### src/rtl/rr_pmem_arbiter_if.sv
// Bundle of the two cache-side pmem ports and the single memory-side pmem port.
// slave is the arbiter's view; master is the view of the caches and memory around it.
interface rr_pmem_arbiter_if #(
  parameter int ADDR_W = 16,
  parameter int LINE_W = 128
);
  logic              pmem_read_a;
  logic              pmem_write_a;
  logic [ADDR_W-1:0] pmem_address_a;
  logic [LINE_W-1:0] pmem_wdata_a;
  logic              pmem_resp_a;
  logic [LINE_W-1:0] pmem_rdata_a;

  logic              pmem_read_b;
  logic              pmem_write_b;
  logic [ADDR_W-1:0] pmem_address_b;
  logic [LINE_W-1:0] pmem_wdata_b;
  logic              pmem_resp_b;
  logic [LINE_W-1:0] pmem_rdata_b;

  logic              pmem_resp;
  logic [LINE_W-1:0] pmem_rdata;
  logic              pmem_read;
  logic              pmem_write;
  logic [ADDR_W-1:0] pmem_address;
  logic [LINE_W-1:0] pmem_wdata;

  modport slave (
    input  pmem_read_a, pmem_write_a, pmem_address_a, pmem_wdata_a,
    output pmem_resp_a, pmem_rdata_a,
    input  pmem_read_b, pmem_write_b, pmem_address_b, pmem_wdata_b,
    output pmem_resp_b, pmem_rdata_b,
    input  pmem_resp, pmem_rdata,
    output pmem_read, pmem_write, pmem_address, pmem_wdata
  );

  modport master (
    output pmem_read_a, pmem_write_a, pmem_address_a, pmem_wdata_a,
    input  pmem_resp_a, pmem_rdata_a,
    output pmem_read_b, pmem_write_b, pmem_address_b, pmem_wdata_b,
    input  pmem_resp_b, pmem_rdata_b,
    output pmem_resp, pmem_rdata,
    input  pmem_read, pmem_write, pmem_address, pmem_wdata
  );
endinterface

### src/rtl/rr_pmem_arbiter.sv
// Round-robin arbiter sharing one physical-memory port between icache (A) and dcache (B),
// with saturating per-port transaction counters.
module rr_pmem_arbiter #(
  parameter int ADDR_W = 16,
  parameter int LINE_W = 128,
  parameter int CNT_W  = 16
) (
  input  logic             clk,
  input  logic             reset,
  rr_pmem_arbiter_if.slave bus,
  output logic [CNT_W-1:0] count_a,
  output logic [CNT_W-1:0] count_b,
  output logic [1:0]       fsm_state
);
  // Handshake: a cache holds read/write (with address/wdata) steady until it sees its
  // one-cycle resp strobe; a transaction completes in exactly the cycle memory raises
  // pmem_resp while that port is granted. There is no ready/stall signal beyond resp.

  typedef enum logic [1:0] {
    IDLE    = 2'd0,
    BUSY_A  = 2'd1,
    BUSY_B  = 2'd2,
    RELEASE = 2'd3
  } state_t;

  state_t state, next_state;
  logic   last_b;  // 1 when B was served most recently
  logic   req_a, req_b;

  assign req_a     = bus.pmem_read_a | bus.pmem_write_a;
  assign req_b     = bus.pmem_read_b | bus.pmem_write_b;
  assign fsm_state = state;

  assign bus.pmem_rdata_a = bus.pmem_rdata;
  assign bus.pmem_rdata_b = bus.pmem_rdata;

  always_ff @(posedge clk or posedge reset) begin
    if (reset) begin
      state   <= IDLE;
      last_b  <= 1'b1;
      count_a <= '0;
      count_b <= '0;
    end else begin
      state <= next_state;
      if (state == BUSY_A && bus.pmem_resp) begin
        last_b <= 1'b0;
        if (count_a != '1) count_a <= count_a + CNT_W'(1);
      end
      if (state == BUSY_B && bus.pmem_resp) begin
        last_b <= 1'b1;
        if (count_b != '1) count_b <= count_b + CNT_W'(1);
      end
    end
  end

  always_comb begin
    next_state       = state;
    bus.pmem_read    = 1'b0;
    bus.pmem_write   = 1'b0;
    bus.pmem_address = '0;
    bus.pmem_wdata   = '0;
    bus.pmem_resp_a  = 1'b0;
    bus.pmem_resp_b  = 1'b0;
    case (state)
      IDLE: begin
        if (req_a && req_b) next_state = last_b ? BUSY_A : BUSY_B;
        else if (req_a)     next_state = BUSY_A;
        else if (req_b)     next_state = BUSY_B;
      end
      BUSY_A: begin
        bus.pmem_read    = bus.pmem_read_a;
        bus.pmem_write   = bus.pmem_write_a;
        bus.pmem_address = bus.pmem_address_a;
        bus.pmem_wdata   = bus.pmem_wdata_a;
        bus.pmem_resp_a  = bus.pmem_resp;
        if (bus.pmem_resp) next_state = RELEASE;
      end
      BUSY_B: begin
        bus.pmem_read    = bus.pmem_read_b;
        bus.pmem_write   = bus.pmem_write_b;
        bus.pmem_address = bus.pmem_address_b;
        bus.pmem_wdata   = bus.pmem_wdata_b;
        bus.pmem_resp_b  = bus.pmem_resp;
        if (bus.pmem_resp) next_state = RELEASE;
      end
      // One dead cycle lets the served cache drop its request before re-arbitration.
      RELEASE: next_state = IDLE;
      default: next_state = IDLE;
    endcase
  end
endmodule
### src/flat_wrapper.sv
// flat-port wrapper written by rule: the top's interface ports become plain ports
module rr_pmem_arbiter_flat 
#(
  parameter int ADDR_W = 16,
  parameter int LINE_W = 128,
  parameter int CNT_W  = 16
)
  (clk, reset, count_a, count_b, fsm_state, bus_pmem_read_a, bus_pmem_write_a, bus_pmem_address_a, bus_pmem_wdata_a, bus_pmem_resp_a, bus_pmem_rdata_a, bus_pmem_read_b, bus_pmem_write_b, bus_pmem_address_b, bus_pmem_wdata_b, bus_pmem_resp_b, bus_pmem_rdata_b, bus_pmem_resp, bus_pmem_rdata, bus_pmem_read, bus_pmem_write, bus_pmem_address, bus_pmem_wdata);
  rr_pmem_arbiter_if #(.ADDR_W(ADDR_W), .LINE_W(LINE_W)) bus_i ();
  input  logic clk;
  input  logic reset;
  output logic [CNT_W-1:0] count_a;
  output logic [CNT_W-1:0] count_b;
  output logic [1:0] fsm_state;
  input wire logic [$bits(bus_i.pmem_read_a)-1:0] bus_pmem_read_a;
  input wire logic [$bits(bus_i.pmem_write_a)-1:0] bus_pmem_write_a;
  input wire logic [$bits(bus_i.pmem_address_a)-1:0] bus_pmem_address_a;
  input wire logic [$bits(bus_i.pmem_wdata_a)-1:0] bus_pmem_wdata_a;
  output wire logic [$bits(bus_i.pmem_resp_a)-1:0] bus_pmem_resp_a;
  output wire logic [$bits(bus_i.pmem_rdata_a)-1:0] bus_pmem_rdata_a;
  input wire logic [$bits(bus_i.pmem_read_b)-1:0] bus_pmem_read_b;
  input wire logic [$bits(bus_i.pmem_write_b)-1:0] bus_pmem_write_b;
  input wire logic [$bits(bus_i.pmem_address_b)-1:0] bus_pmem_address_b;
  input wire logic [$bits(bus_i.pmem_wdata_b)-1:0] bus_pmem_wdata_b;
  output wire logic [$bits(bus_i.pmem_resp_b)-1:0] bus_pmem_resp_b;
  output wire logic [$bits(bus_i.pmem_rdata_b)-1:0] bus_pmem_rdata_b;
  input wire logic [$bits(bus_i.pmem_resp)-1:0] bus_pmem_resp;
  input wire logic [$bits(bus_i.pmem_rdata)-1:0] bus_pmem_rdata;
  output wire logic [$bits(bus_i.pmem_read)-1:0] bus_pmem_read;
  output wire logic [$bits(bus_i.pmem_write)-1:0] bus_pmem_write;
  output wire logic [$bits(bus_i.pmem_address)-1:0] bus_pmem_address;
  output wire logic [$bits(bus_i.pmem_wdata)-1:0] bus_pmem_wdata;
  assign bus_i.pmem_read_a = bus_pmem_read_a;
  assign bus_i.pmem_write_a = bus_pmem_write_a;
  assign bus_i.pmem_address_a = bus_pmem_address_a;
  assign bus_i.pmem_wdata_a = bus_pmem_wdata_a;
  assign bus_pmem_resp_a = bus_i.pmem_resp_a;
  assign bus_pmem_rdata_a = bus_i.pmem_rdata_a;
  assign bus_i.pmem_read_b = bus_pmem_read_b;
  assign bus_i.pmem_write_b = bus_pmem_write_b;
  assign bus_i.pmem_address_b = bus_pmem_address_b;
  assign bus_i.pmem_wdata_b = bus_pmem_wdata_b;
  assign bus_pmem_resp_b = bus_i.pmem_resp_b;
  assign bus_pmem_rdata_b = bus_i.pmem_rdata_b;
  assign bus_i.pmem_resp = bus_pmem_resp;
  assign bus_i.pmem_rdata = bus_pmem_rdata;
  assign bus_pmem_read = bus_i.pmem_read;
  assign bus_pmem_write = bus_i.pmem_write;
  assign bus_pmem_address = bus_i.pmem_address;
  assign bus_pmem_wdata = bus_i.pmem_wdata;
  rr_pmem_arbiter #(.ADDR_W(ADDR_W), .LINE_W(LINE_W), .CNT_W(CNT_W)) u_core (.clk(clk), .reset(reset), .bus(bus_i), .count_a(count_a), .count_b(count_b), .fsm_state(fsm_state));
endmodule
### config.mk
export PLATFORM = sky130hd
export DESIGN_NAME = rr_pmem_arbiter_flat
export DESIGN_NICKNAME = d
export VERILOG_FILES = /design/src/rtl/rr_pmem_arbiter_if.sv /design/src/rtl/rr_pmem_arbiter.sv /design/src/flat_wrapper.sv
export SDC_FILE = /design/constraint.sdc
export NUM_CORES = 1
export LEC_CHECK = 0
export ABC_AREA = 1
export BUFFER_PORTS_ARGS = -buffer_cell sky130_fd_sc_hd__buf_4
export CAP_MARGIN = 10
export CORE_AREA = 2 2 336 338
export CTS_BUF_LIST = sky130_fd_sc_hd__clkbuf_8
export DETAILED_ROUTE_END_ITERATION = 6
export DIE_AREA = 0 0 338 340
export GPL_TIMING_DRIVEN = 0
export PLACE_DENSITY = 0.3
export SYNTH_ARGS = -nofsm -noshare
export SYNTH_HDL_FRONTEND = slang
export SYNTH_SLANG_ARGS = --single-unit
### constraint.sdc
create_clock -name clk -period 4.1 [get_ports clk]
set_clock_uncertainty 0.2 [all_clocks]
set_input_delay 0.41 -clock clk [delete_from_list [all_inputs] [get_ports clk]]
set_output_delay 0.41 -clock clk [all_outputs]
set_load 0.03 [all_outputs]
==> results.py <==
metrics = {
    "status": {
        "status": "completed",
    },
    "cells_and_area": {
        "area_growth_pct": 121,
        "layout_commonest_cell": "buf_4",
        "drive_gt1_share_pct": 57.9,
        "layout.nets": 2237,
        "nFillCells": 13200,
        "seq_area_um2": 877,
        "postLayoutCoreUtil_pct": 12.3,
        "fin_cells": 3319,
        "multi_input_area_mm2": 0.00302,
        "final_cell_mix": "988 x buf_4, 414 x nand2_1, 147 x a21oi_1",
    },
    "place": {
        "dp_hpwl_um": 62200,
        "gp_congestion": 0.785,
        "portBuffers": 732,
        "dp_cells": 3301,
        "place_ws_ns": 0.273,
    },
    "logic_synthesis": {
        "synth.largest_area_cell": "buf_4",
        "synth_area_per_cell_um2": 5.80,
        "syn_area_mm2": 0.00620,
        "synth_cell_types": 28,
        "netlist.area_leader.share_pct": 31.0,
        "synth_cells": 1068,
        "ys_ff_latch": 35,
        "yosys-top-cells-area": "buf_4 31%, nand2_1 25%, dfrtp_1 14%, a21oi_1 12%, inv_1 2.4%",
        "ys_seq_area_share_pct": 14.2,
        "synth.net_count": 1496,
        "yosysWarningCount": 0,
    },
    "global_routing": {
        "grt-ovfl-total": 0,
        "grt_max_degree": 27,
        "grt_pass1_wl_um": 85500,
        "gr-usage-all-layers_pct": 11.2,
        "grt_pass1_vias": 9369,
        "antenna_found_initial": 36,
    },
    "clock_network": {
        "clockBufferDepth": 2,
        "cts.sinks": 35,
        "cts_buffers": 5,
        "cts_setup_buffers": 0,
        "cts.clk_slew.worst_paths_ns": 0.09,
        "h-tree-depth": 2,
        "root_buffer": "clkbuf_8",
        "cts_tree": "built",
        "clkLatencyLatePin_ns": 0.32,
    },
    "worst_setup_path": {
        "start_kind": "flop",
        "worstPathArrival_ns": 3.18,
        "critPathRequiredTime_ns": 3.49,
        "r2r_start": "u_core.fsm_state[0]$_DFFE_PP0P_",
        "cp-startpoint": "u_core.fsm_state[0]$_DFFE_PP0P_",
        "cp_max_fo": 11,
        "critPathCaptureType": "output port",
        "ff2ff_path_depth": 9,
        "critPathKind": "reg -> out",
    },
    "detailed_routing": {
        "vias": 9263,
        "routed_wl_um": 68300,
        "wl_per_cell_um": 20.6,
        "detail-route-antenna-nets": 0,
        "via_per_inst": 2.79,
        "drt_iter0_drc": 375,
        "drt_pass1_iterations": 4,
        "drc": 0,
    },
    "power": {
        "ir_drop_v": 0.000301,
        "power-per-cell-area_mw_per_mm2": 583,
        "power_mw": 8.01,
        "p_leak_nw": 6.70,
    },
    "sta": {
        "drv_slew": 0,
        "fmax_ghz": 0.264,
        "fin_crit_ns": 3.79,
        "slew_headroom_pct": 22.7,
        "setup_viol": 0,
        "final_hold_viol_count": 0,
        "fin_tns_setup_ns": 0,
        "rsz0062_at_grt": "false",
        "setup_slack_ns": 0.310,
        "tightestPinTransition_ns": 1.16,
        "fin_crit_sh_pct": 92.4,
    },
    "die": {
        "row_count": 123,
        "ios": 861,
        "die_h_um": 340,
        "fp.dieArea_mm2": 0.115,
        "core-area_mm2": 0.112,
        "die_x_um": 338,
        "initial_core_util_pct": 5.56,
    },
    "hold_path": {
        "hold_path_class": "reg -> reg",
        "hp-start": "u_core.last_b$_DFFE_PP1P_",
        "hold_path_depth": 2,
    },
    "run": {
        "cap_violations": 0,
    },
}
cell usage after synthesis (all sizes together):
cell	instances
ha	5
o21ai	18
inv	44
xor2	2
nand2	424
nor3	2
buf	282
o21a	1
dfrtp	34
nand3	23
clkbuf	23
a21oi	147
a21boi	1
dfstp	1
nor2	44
nand4	9
nand3b	4
xnor2	4
through the flow:
stage | hold slack, ns | cell area (um^2)
floorplan | 0.244 | 6200
global placement | 0.256 | 13600
detailed placement | 0.166 | 13600
CTS | 0.266 | 13700
global route | 0.293 | 13700
finish | 0.274 | 13700
per-layer routing:
| metal | global-route usage [%] | up-vias | share of wire [%] |
|---|---|---|---|
| li1 | - | 4581 | - |
| met1 | 13.0 | 4123 | 39 |
| met2 | 19.2 | 457 | 47 |
| met3 | 5.30 | 64 | 12 |
| met4 | 0.741 | 38 | 0.86 |
| met5 | 0 | - | 0.36 |
area by class of cell:
class / instances / area share, %
antenna: 9 / 0.164
multi-input combinational: 684 / 22.0
timing repair buffer: 734 / 40.3
clock inverter: 1 / 0.0273
clock buffer: 7 / 0.702
inverter: 44 / 1.20
sequential: 35 / 6.39
tap: 1500 / 13.7
buffer: 305 / 15.6
cell families after synthesis:
family	count (synthesis)	share of synthesized area, %
XOR/XNOR	6	0.848
buffers and inverters	349	37.1
adder cells (fa/ha/maj)	5	1.01
AO/OA/AOI/OAI	167	13.6
AND/OR/NAND/NOR	506	33.4
flip-flops	35	14.2
final timing paths:
| path | slack, ns | end |
|---|---|---|
| max in group asynchronous | 2.83 | u_core.last_b$_DFFE_PP1P_ |
| min reg2reg | 0.27 | u_core.last_b$_DFFE_PP1P_ |
| min in group asynchronous | 0.37 | u_core.count_a[15]$_DFFE_PP0P_ |
| max reg2reg | 2.10 | u_core.count_b[14]$_DFFE_PP0P_ |
| min | 0.27 | u_core.last_b$_DFFE_PP1P_ |
| max | 0.31 | bus_pmem_wdata[16] |
state kept, by name (all words and copies together), names as in the netlist:
signal / flops
u_core.fsm_state: 2
u_core.count_b: 16
u_core.last_b: 1
u_core.count_a: 16
where the power goes:
part	internal [mW]	total [mW]	leakage, nW	switching, mW
Clock	0.151	0.303	0.0557	0.152
Sequential	0.420	0.539	0.468	0.118
Combinational	2.03	7.16	6.18	5.13
Total	2.60	8.01	6.70	5.40
worst max-delay path, cell delays in order (launching register included):
cell and delay [ns]:
dfrtp_1 0.40, inv_1 0.10, ha_1 0.33, inv_1 0.09, clkbuf_2 0.46, clkbuf_1 0.91
a21oi_1 0.24, buf_4 0.29
repair_timing:
item                       in CTS  in global routing
hold endpoints to repair        9                  0
setup endpoints to repair       3                  0
resized for setup               1                  0
hold buffers                    1                  0
Power figures use the tool's default switching activity.
